File: src/rtl/rr_grant_arbiter_pkg.sv
// Shared types and helpers for the round-robin grant arbiter.
// Holds the FSM state encoding and the one-hot to index encoder.
package rr_grant_arbiter_pkg;

    localparam int MAX_REQ = 32;

    typedef enum logic [0:0] {
        IDLE  = 1'b0,
        GRANT = 1'b1
    } state_t;

    function automatic logic [4:0] oh2idx(input logic [MAX_REQ-1:0] oh);
        logic [4:0] idx;
        idx = '0;
        for (int i = 0; i < MAX_REQ; i++) begin
            if (oh[i]) idx |= 5'(i);
        end
        return idx;
    endfunction

endpackage

File: src/rtl/rr_priority_select.sv
// Combinational round-robin pick: first request bit at or above the
// one-hot pointer, wrapping from the top bit back to bit 0.
module rr_priority_select #(
    parameter int NUM_REQ = 4
) (
    input  logic [NUM_REQ-1:0] request,
    input  logic [NUM_REQ-1:0] ptr,
    output logic [NUM_REQ-1:0] winner
);

    logic [2*NUM_REQ-1:0] dbl;
    logic [2*NUM_REQ-1:0] pick;

    // The borrow of (dbl - ptr) stops at the first set bit at/above ptr.
    always_comb begin
        dbl    = {request, request};
        pick   = dbl & ~(dbl - {{NUM_REQ{1'b0}}, ptr});
        winner = pick[NUM_REQ-1:0] | pick[2*NUM_REQ-1:NUM_REQ];
    end

endmodule

File: src/rtl/rr_grant_arbiter.sv
// Round-robin arbiter with a registered grant held until acknowledged.
// Back-to-back grants on ack; the acked winner drops to lowest priority.
module rr_grant_arbiter
    import rr_grant_arbiter_pkg::*;
#(
    parameter  int NUM_REQ = 4,
    localparam int ID_W    = (NUM_REQ > 1) ? $clog2(NUM_REQ) : 1
) (
    input  logic               clk,
    input  logic               rst,
    input  logic [NUM_REQ-1:0] request,
    input  logic               grant_ack,
    output logic               grant_valid,
    output logic [NUM_REQ-1:0] grant_one_hot,
    output logic [ID_W-1:0]    grant_id
);

    state_t               state, state_d;
    logic [NUM_REQ-1:0]   ptr, ptr_d;
    logic [NUM_REQ-1:0]   gnt_d, win, sel_ptr, rot;
    logic [2*NUM_REQ-1:0] rot_dbl;
    logic [MAX_REQ-1:0]   gnt_ext;
    logic [ID_W-1:0]      id_d;

    rr_priority_select #(
        .NUM_REQ(NUM_REQ)
    ) u_sel (
        .request(request),
        .ptr    (sel_ptr),
        .winner (win)
    );

    // In GRANT the selector already looks ahead with the post-ack pointer.
    always_comb begin
        rot_dbl = {grant_one_hot, grant_one_hot} << 1;
        rot     = rot_dbl[2*NUM_REQ-1:NUM_REQ];
        sel_ptr = (state == GRANT) ? rot : ptr;
        state_d = state;
        ptr_d   = ptr;
        gnt_d   = grant_one_hot;
        unique case (state)
            IDLE: begin
                if (|request) begin
                    state_d = GRANT;
                    gnt_d   = win;
                end
            end
            GRANT: begin
                if (grant_ack) begin
                    ptr_d = rot;
                    if (|request) begin
                        gnt_d = win;
                    end else begin
                        state_d = IDLE;
                        gnt_d   = '0;
                    end
                end
            end
            default: ;
        endcase
        gnt_ext                = '0;
        gnt_ext[NUM_REQ-1:0]   = gnt_d;
        id_d                   = ID_W'(oh2idx(gnt_ext));
    end

    always_ff @(posedge clk or negedge rst) begin
        if (!rst) begin
            state         <= IDLE;
            ptr           <= NUM_REQ'(1);
            grant_valid   <= 1'b0;
            grant_one_hot <= '0;
            grant_id      <= '0;
        end else begin
            state         <= state_d;
            ptr           <= ptr_d;
            grant_valid   <= (state_d == GRANT);
            grant_one_hot <= gnt_d;
            grant_id      <= id_d;
        end
    end

endmodule
File: config.mk
export PLATFORM = sky130hd
export DESIGN_NAME = rr_grant_arbiter
export DESIGN_NICKNAME = d
export VERILOG_FILES = /design/src/rtl/rr_grant_arbiter_pkg.sv /design/src/rtl/rr_priority_select.sv /design/src/rtl/rr_grant_arbiter.sv
export SDC_FILE = /design/constraint.sdc
export NUM_CORES = 1
export LEC_CHECK = 0
export CELL_PAD_IN_SITES_DETAIL_PLACEMENT = 0
export CELL_PAD_IN_SITES_GLOBAL_PLACEMENT = 1
export CORE_UTILIZATION = 41
export DETAILED_ROUTE_END_ITERATION = 10
export DONT_BUFFER_PORTS = 1
export GPL_TIMING_DRIVEN = 0
export PLACE_DENSITY_LB_ADDON = 0.1
export SLEW_MARGIN = 15
export SYNTH_ARGS = -nofsm -noshare
export SYNTH_HDL_FRONTEND = slang
export SYNTH_SLANG_ARGS = --single-unit
export TNS_END_PERCENT = 50
File: constraint.sdc
create_clock -name clk -period 2.1 [get_ports clk]
set_clock_uncertainty 0.05 [all_clocks]
set_input_delay 0.21 -clock clk [delete_from_list [all_inputs] [get_ports clk]]
set_output_delay 0.21 -clock clk [all_outputs]
set_load 0.01 [all_outputs]
== Word-level counts from Yosys, hierarchy flattened ==
Cells that the tools add are included.
Storage, ports and cells
  RAM bits: 0
  memories kept: 0
  bits of input ports: 7
  word-level logic and storage cells: 26
  register bits after elaboration: 11
  ROM bits: 0
  latch bits: 0
  output and inout bits: 7
Cells by class
  $add $sub $neg: 1
  order comparisons: 0
  multiply operators: 0
  shift operators: 0
  bitwise gates (word level): 4
  reduce and logical (&&, ||, !) cells: 3
  div/mod/pow operators: 0
  equality and inequality tests: 2
  multiplexer cells: 11
Operator list (number)
  4-bit two-way mux: 4
  8-bit AND: 1
  8-bit inverter: 1
  4-bit one-hot mux with 2 select lines: 1
  8-bit by 4-bit subtractor with 8-bit output: 1
  2-bit two-way mux: 2
  2-bit inequality test, second input constant: 2
  4-bit OR: 1
  2-bit AND reduction: 2
  4-bit OR reduction: 1
  1-bit two-way mux: 3
  1-bit one-hot mux with 2 select lines: 1
  1-bit inverter: 1

== Logic depth before layout (Yosys ltp) ==
Gate-level depths: netlist (run 1).
  depth in word-level cells: 11
  gate-level depth with buffers: 8
  mapped depth without buffers: 7

== Cells and area by module ==
From an unflattened synthesis (run 1), not the netlist that was laid out.
Unflattened totals
  cell total of the unflattened synthesis: 71
  area, all modules: 713.2 um^2
By module, submodules not included
  rr_grant_arbiter: times used 1, area each 526.8 um^2, seq. area each 276.5 um^2, cells each 47
  rr_priority_select: times used 1, area each 186.4 um^2, seq. area each 0.0 um^2, cells each 24

== Worst setup path after synthesis (run 1) ==
Ideal clock, no wire load.
  path kind: register to register
  start point: reg state
  end point: reg grant_id[1]
  required time: 1.913 ns
  library setup time: 0.137 ns
  stages on the path, launching flop included: 9
  arrival time: 1.987 ns
  slack: -0.074 ns
  clock period less this slack: 2.174 ns
  path buffers: 1
  path through: dfrtp_1 > buf_6 > mux2_4 > nor2b_1 > fa_1 > xor2_1 > and3_1 > a41oi_1 > nand4_1
Between the ends
  word-level cells in the longest chain between the ends: 10
  elaborated cells on any way between the ends: 12
  classes of those cells: add/sub: 1; mux: 7; bitwise: 4
RTL lines
  start: declaration: RTL line rr_grant_arbiter.sv:18  | state_t state, state_d;
  start signal: assignment: RTL line rr_grant_arbiter.sv:74  | state <= state_d;
  4-bit two-way mux: RTL line rr_grant_arbiter.sv:37  | sel_ptr = (state == GRANT) ? rot : ptr;
  8-bit by 4-bit subtractor with 8-bit output: RTL line rr_priority_select.sv:17  | pick = dbl & ~(dbl - {{NUM_REQ{1'b0}}, ptr});
  8-bit inverter: RTL line rr_priority_select.sv:17
  8-bit AND: RTL line rr_priority_select.sv:17
  4-bit OR: RTL line rr_priority_select.sv:18  | winner = pick[NUM_REQ-1:0] | pick[2*NUM_REQ-1:NUM_REQ];
  4-bit two-way mux: RTL line rr_grant_arbiter.sv:51  | if (|request) begin
  4-bit two-way mux: RTL line rr_grant_arbiter.sv:49  | if (grant_ack) begin
  4-bit one-hot mux with 2 select lines *: RTL line rr_grant_arbiter.sv:41  | unique case (state)
  2-bit two-way mux: RTL line rr_grant_arbiter_pkg.sv:16  | if (oh[i]) idx |= 5'(i);
  2-bit two-way mux *: RTL line rr_grant_arbiter_pkg.sv:16
  via id_d[1]: RTL line rr_grant_arbiter.sv:23  | logic [ID_W-1:0] id_d;
  end signal: assignment: RTL line rr_grant_arbiter.sv:78  | grant_id <= id_d;
  end: declaration: RTL line rr_grant_arbiter.sv:15  | output logic [ID_W-1:0] grant_id
Mark *: on every way through the listed nets, which the timed path passes. The rest lies on a longest branch. The select of a mux whose other input is x is not followed.
A chain may end at the register's enable or synchronous reset.

== Final worst setup path (run 1) ==
  start point: reg state
  end point: reg grant_id[0]
Between the ends
  word-level cells in the longest chain between the ends: 11
  elaborated cells on any way between the ends: 13
  classes of those cells: add/sub: 1; mux: 8; bitwise: 4
RTL lines (RTL line)
  4-bit two-way mux: rr_grant_arbiter.sv:37
  8-bit by 4-bit subtractor with 8-bit output: rr_priority_select.sv:17
  8-bit inverter: rr_priority_select.sv:17
  8-bit AND: rr_priority_select.sv:17
  4-bit OR: rr_priority_select.sv:18
  4-bit two-way mux: rr_grant_arbiter.sv:51
  4-bit two-way mux: rr_grant_arbiter.sv:49
  4-bit one-hot mux with 2 select lines *: rr_grant_arbiter.sv:41
  1-bit two-way mux: rr_grant_arbiter_pkg.sv:16
  2-bit two-way mux: rr_grant_arbiter_pkg.sv:16
  2-bit two-way mux *: rr_grant_arbiter_pkg.sv:16
  via id_d[0]: rr_grant_arbiter.sv:23
Marks and branches as above.

==> results of run 1 <==
cell type report:
cell class	count	area (um2)
inverters	5	18.8
fillers	141	689
multi-input cells	49	448
clock inverters	1	5.00
clock buffers	3	22.5
well taps	16	20.0
repair buffers	4	32.5
flip-flops and latches	11	277
plain buffers	1	11.3
routing by layer:
metal,wire length [um],track usage,share of wire
met1,645,0.208,0.47
met2,668,0.273,0.49
met3,51,0.0723,0.037
met4,0,0.0563,0
met5,0,0,0
stage by stage:
stage               setup slack [ns]  hold slack [ns]   util  std cells  total power, mW
finish                      -0.00503           0.0322  0.548         90            0.796
global route                 -0.0544           0.0344  0.548         90            0.858
CTS                          -0.0453           0.0234  0.512         90            0.761
detailed placement            -0.146           -0.135  0.468         82            0.598
global placement              -0.136           -0.135  0.468         82            0.596
floorplan                    0.00256           -0.136      -         66            0.541
cell usage in the layout, fill, tap and decap left out, drive strengths merged, types with 2 or more instances in the layout:
| cell | synthesis | routed |
|---|---|---|
| ha | 4 | 4 |
| inv | 5 | 5 |
| clkbuf | 0 | 3 |
| o211ai | 2 | 2 |
| a21oi | 3 | 3 |
| mux2i | 3 | 3 |
| o21ai | 4 | 4 |
| nand2b | 2 | 2 |
| nor2b | 2 | 2 |
| mux2 | 5 | 5 |
| nand2 | 9 | 9 |
| dfrtp | 10 | 10 |
| buf | 1 | 4 |
cells in the mapped netlist:
library cell	number	area (um2)
o41a_1	1	11.3
and3_1	1	6.26
dfstp_2	1	26.3
mux2_4	1	15.0
mux2_2	4	45.0
a41oi_1	1	8.76
fa_1	1	20.0
buf_6	1	11.3
a21oi_1	3	15.0
inv_1	5	18.8
nand4_1	1	6.26
a21o_1	1	7.51
nor3_1	1	5.00
mux2i_1	3	30.0
nand2b_1	2	12.5
nor2_1	1	3.75
dfrtp_1	10	250
o2111a_1	1	11.3
ha_1	4	50.1
or4_1	1	7.51
o21ai_0	3	15.0
nand3_1	1	5.00
o21ai_2	1	8.76
nand2_1	9	33.8
nor2b_1	2	12.5
a211o_1	1	8.76
o211ai_1	2	15.0
xor2_1	1	8.76
nand3b_1	1	7.51
a31oi_1	1	6.26
worst register-to-register path: cells and delay by family, from the launching register on:
kind                     cells  cell delay [ns]
AO/OA/AOI/OAI                2             0.34
adder cells (fa/ha/maj)      1             0.53
buffers and inverters        1             0.14
flip-flops                   1             0.42
multiplexers                 1             0.30
AND/OR/NAND/NOR              2             0.28
report_power, final:
| group | internal [mW] | switching [mW] |
|---|---|---|
| combinational | 0.162 | 0.143 |
| sequential | 0.279 | 0.0733 |
| clock | 0.0705 | 0.0689 |
| total | 0.511 | 0.285 |
sequential cells by signal (all words and copies together) (netlist names):
name	count
ptr	4
grant_one_hot	4
state	1
grant_id	2
worst paths after layout:
check	startpoint	end	slack (ns)	depth (start not counted)
max in group asynchronous	rst	ptr[0]	1.38	1
max reg2reg	state	grant_id[0]	-0.005	7
min	request[0]	grant_one_hot[0]	0.03	2
max	state	grant_id[0]	-0.005	7
min in group asynchronous	rst	grant_one_hot[2]	0.28	1
min reg2reg	ptr[3]	ptr[3]	0.47	1
logic make-up (layout without fill, tap and decap cells):
group / Yosys count / count (layout)
AO/OA/AOI/OAI: 15 / 15
XOR/XNOR: 1 / 1
adder cells (fa/ha/maj): 5 / 5
buffers and inverters: 6 / 14
flip-flops: 11 / 11
multiplexers: 8 / 8
AND/OR/NAND/NOR: 20 / 20
timing repair:
item                                    CTS  global route
endpoints found under the hold margin    11             0
pin swaps                                 6             3
buffers inserted                          3             0
hold buffers                              1             0
endpoints found under the setup margin    5             6
gates resized for setup                   2             9
==> impl_metrics.ini, run 1 <==
[status]
status = finished with violations
violations = setup timing

[timing]
max_clock_freq_ghz = 0.475
slew_violations = 0
max_slew_margin = 0.683
max_slew.worst_pin.slew_ns = 0.474
finalHoldViolations = 0
finalSetupTns_ns = -0.00503
setup_viol = 1
rsz0062_at_grt = true
layout_worst_path_cycle_share = 1.00
fin_ws_ns = -0.00503
fin_crit_ns = 2.11

[synth]
synth_seq_area_share = 0.405
synth-compound-area-share = 0.158
synthSimpleGateAreaFrac = 0.147
netlist_area_um2 = 683
synthesis.nets = 78
synthMuxAreaShare = 0.132
syn_inst = 66
ys_seq_elements = 11
yosys_warnings = 0
synth.distinct_cells = 30
synth_top_family_by_area = compound AO/OA/AOI/OAI gates
avgSynthCellArea_um2 = 10.4
synthAdderAreaFrac = 0.103
synthXorXnorAreaFrac = 0.0128

[placement]
hpwl_mm = 1.05
gp_congestion = 0.727
placed_area_um2 = 713
place.port_buffers = 0

[worst_setup_path]
cp_num_buf_inv = 1
critPathMaxStageDelay_ns = 0.53
critPathArrivalTime_ns = 2.26
cp-end-kind = flip-flop
crit_slowest_cell = fa_2
path_max_fanout = 3
worstPathRequired_ns = 2.26
crit_type = reg -> reg
path_cells = buf_6 -> mux2_4 -> nor2b_4 -> fa_2 -> o211ai_1 -> a31oi_1 -> nand3b_1
start_kind = flip-flop
critPathTopFamily = adder cells

[route]
wl_mm = 1.37
num_vias = 506
wire_per_inst_um = 15.2
ant_nets = 0
dr.pass1.iters = 3
via_per_inst = 5.62
drc_errors = 0
initialDrtViolationCount = 7

[layout]
fin_area_um2 = 835
syn_to_final_growth_pct = 22.2
drive_above_1_share = 0.324
nets = 87
n_antenna_cell = 0

[clock_network]
clk_latency_ns = 0.27
cts_tree = yes
cts_made_buffers = 3
cts.clk_slew.worst_paths_ns = 0.07
cts.path.max_buffers = 2
cts_root_buf = clkbuf_4
cts_max_level = 1
cts.sinks = 11

[floorplan]
io_pins = 14
start_util = 0.448
die_width_um = 42.8
placementRows = 14
die_h_um = 42.8
coreArea_mm2 = 0.00152
die_area_mm2 = 0.00183

[grt]
gr-total-overflow = 0
grt_pass1_vias = 490
grt.total_usage = 0.171
antenna_found_initial = 0
grt_max_degree = 12
grt_pass1_wl_mm = 2.26

[power]
powerDensity_mw_per_mm2 = 954
leakagePower_nw = 0.381
vdd_ir_drop_max_v = 0.000445

[run]
drv_cap = 0

[hold_path]
hold_path.class = in -> reg
No activity file was read; power rests on OpenSTA's default activity.
==> inputs of run 2 (changes only) <==
--- a/config.mk
+++ b/config.mk
@@ -5,11 +5,13 @@
 export SDC_FILE = /design/constraint.sdc
 export NUM_CORES = 1
 export LEC_CHECK = 0
+export CAP_MARGIN = 20
 export CELL_PAD_IN_SITES_DETAIL_PLACEMENT = 0
 export CELL_PAD_IN_SITES_GLOBAL_PLACEMENT = 1
 export CORE_UTILIZATION = 41
 export DETAILED_ROUTE_END_ITERATION = 10
 export DONT_BUFFER_PORTS = 1
+export GPL_ROUTABILITY_DRIVEN = 0
 export GPL_TIMING_DRIVEN = 0
 export PLACE_DENSITY_LB_ADDON = 0.1
 export SLEW_MARGIN = 15
==> results of run 2 <==
No change in the layout: final DEF, timing and power equal those of run 1.
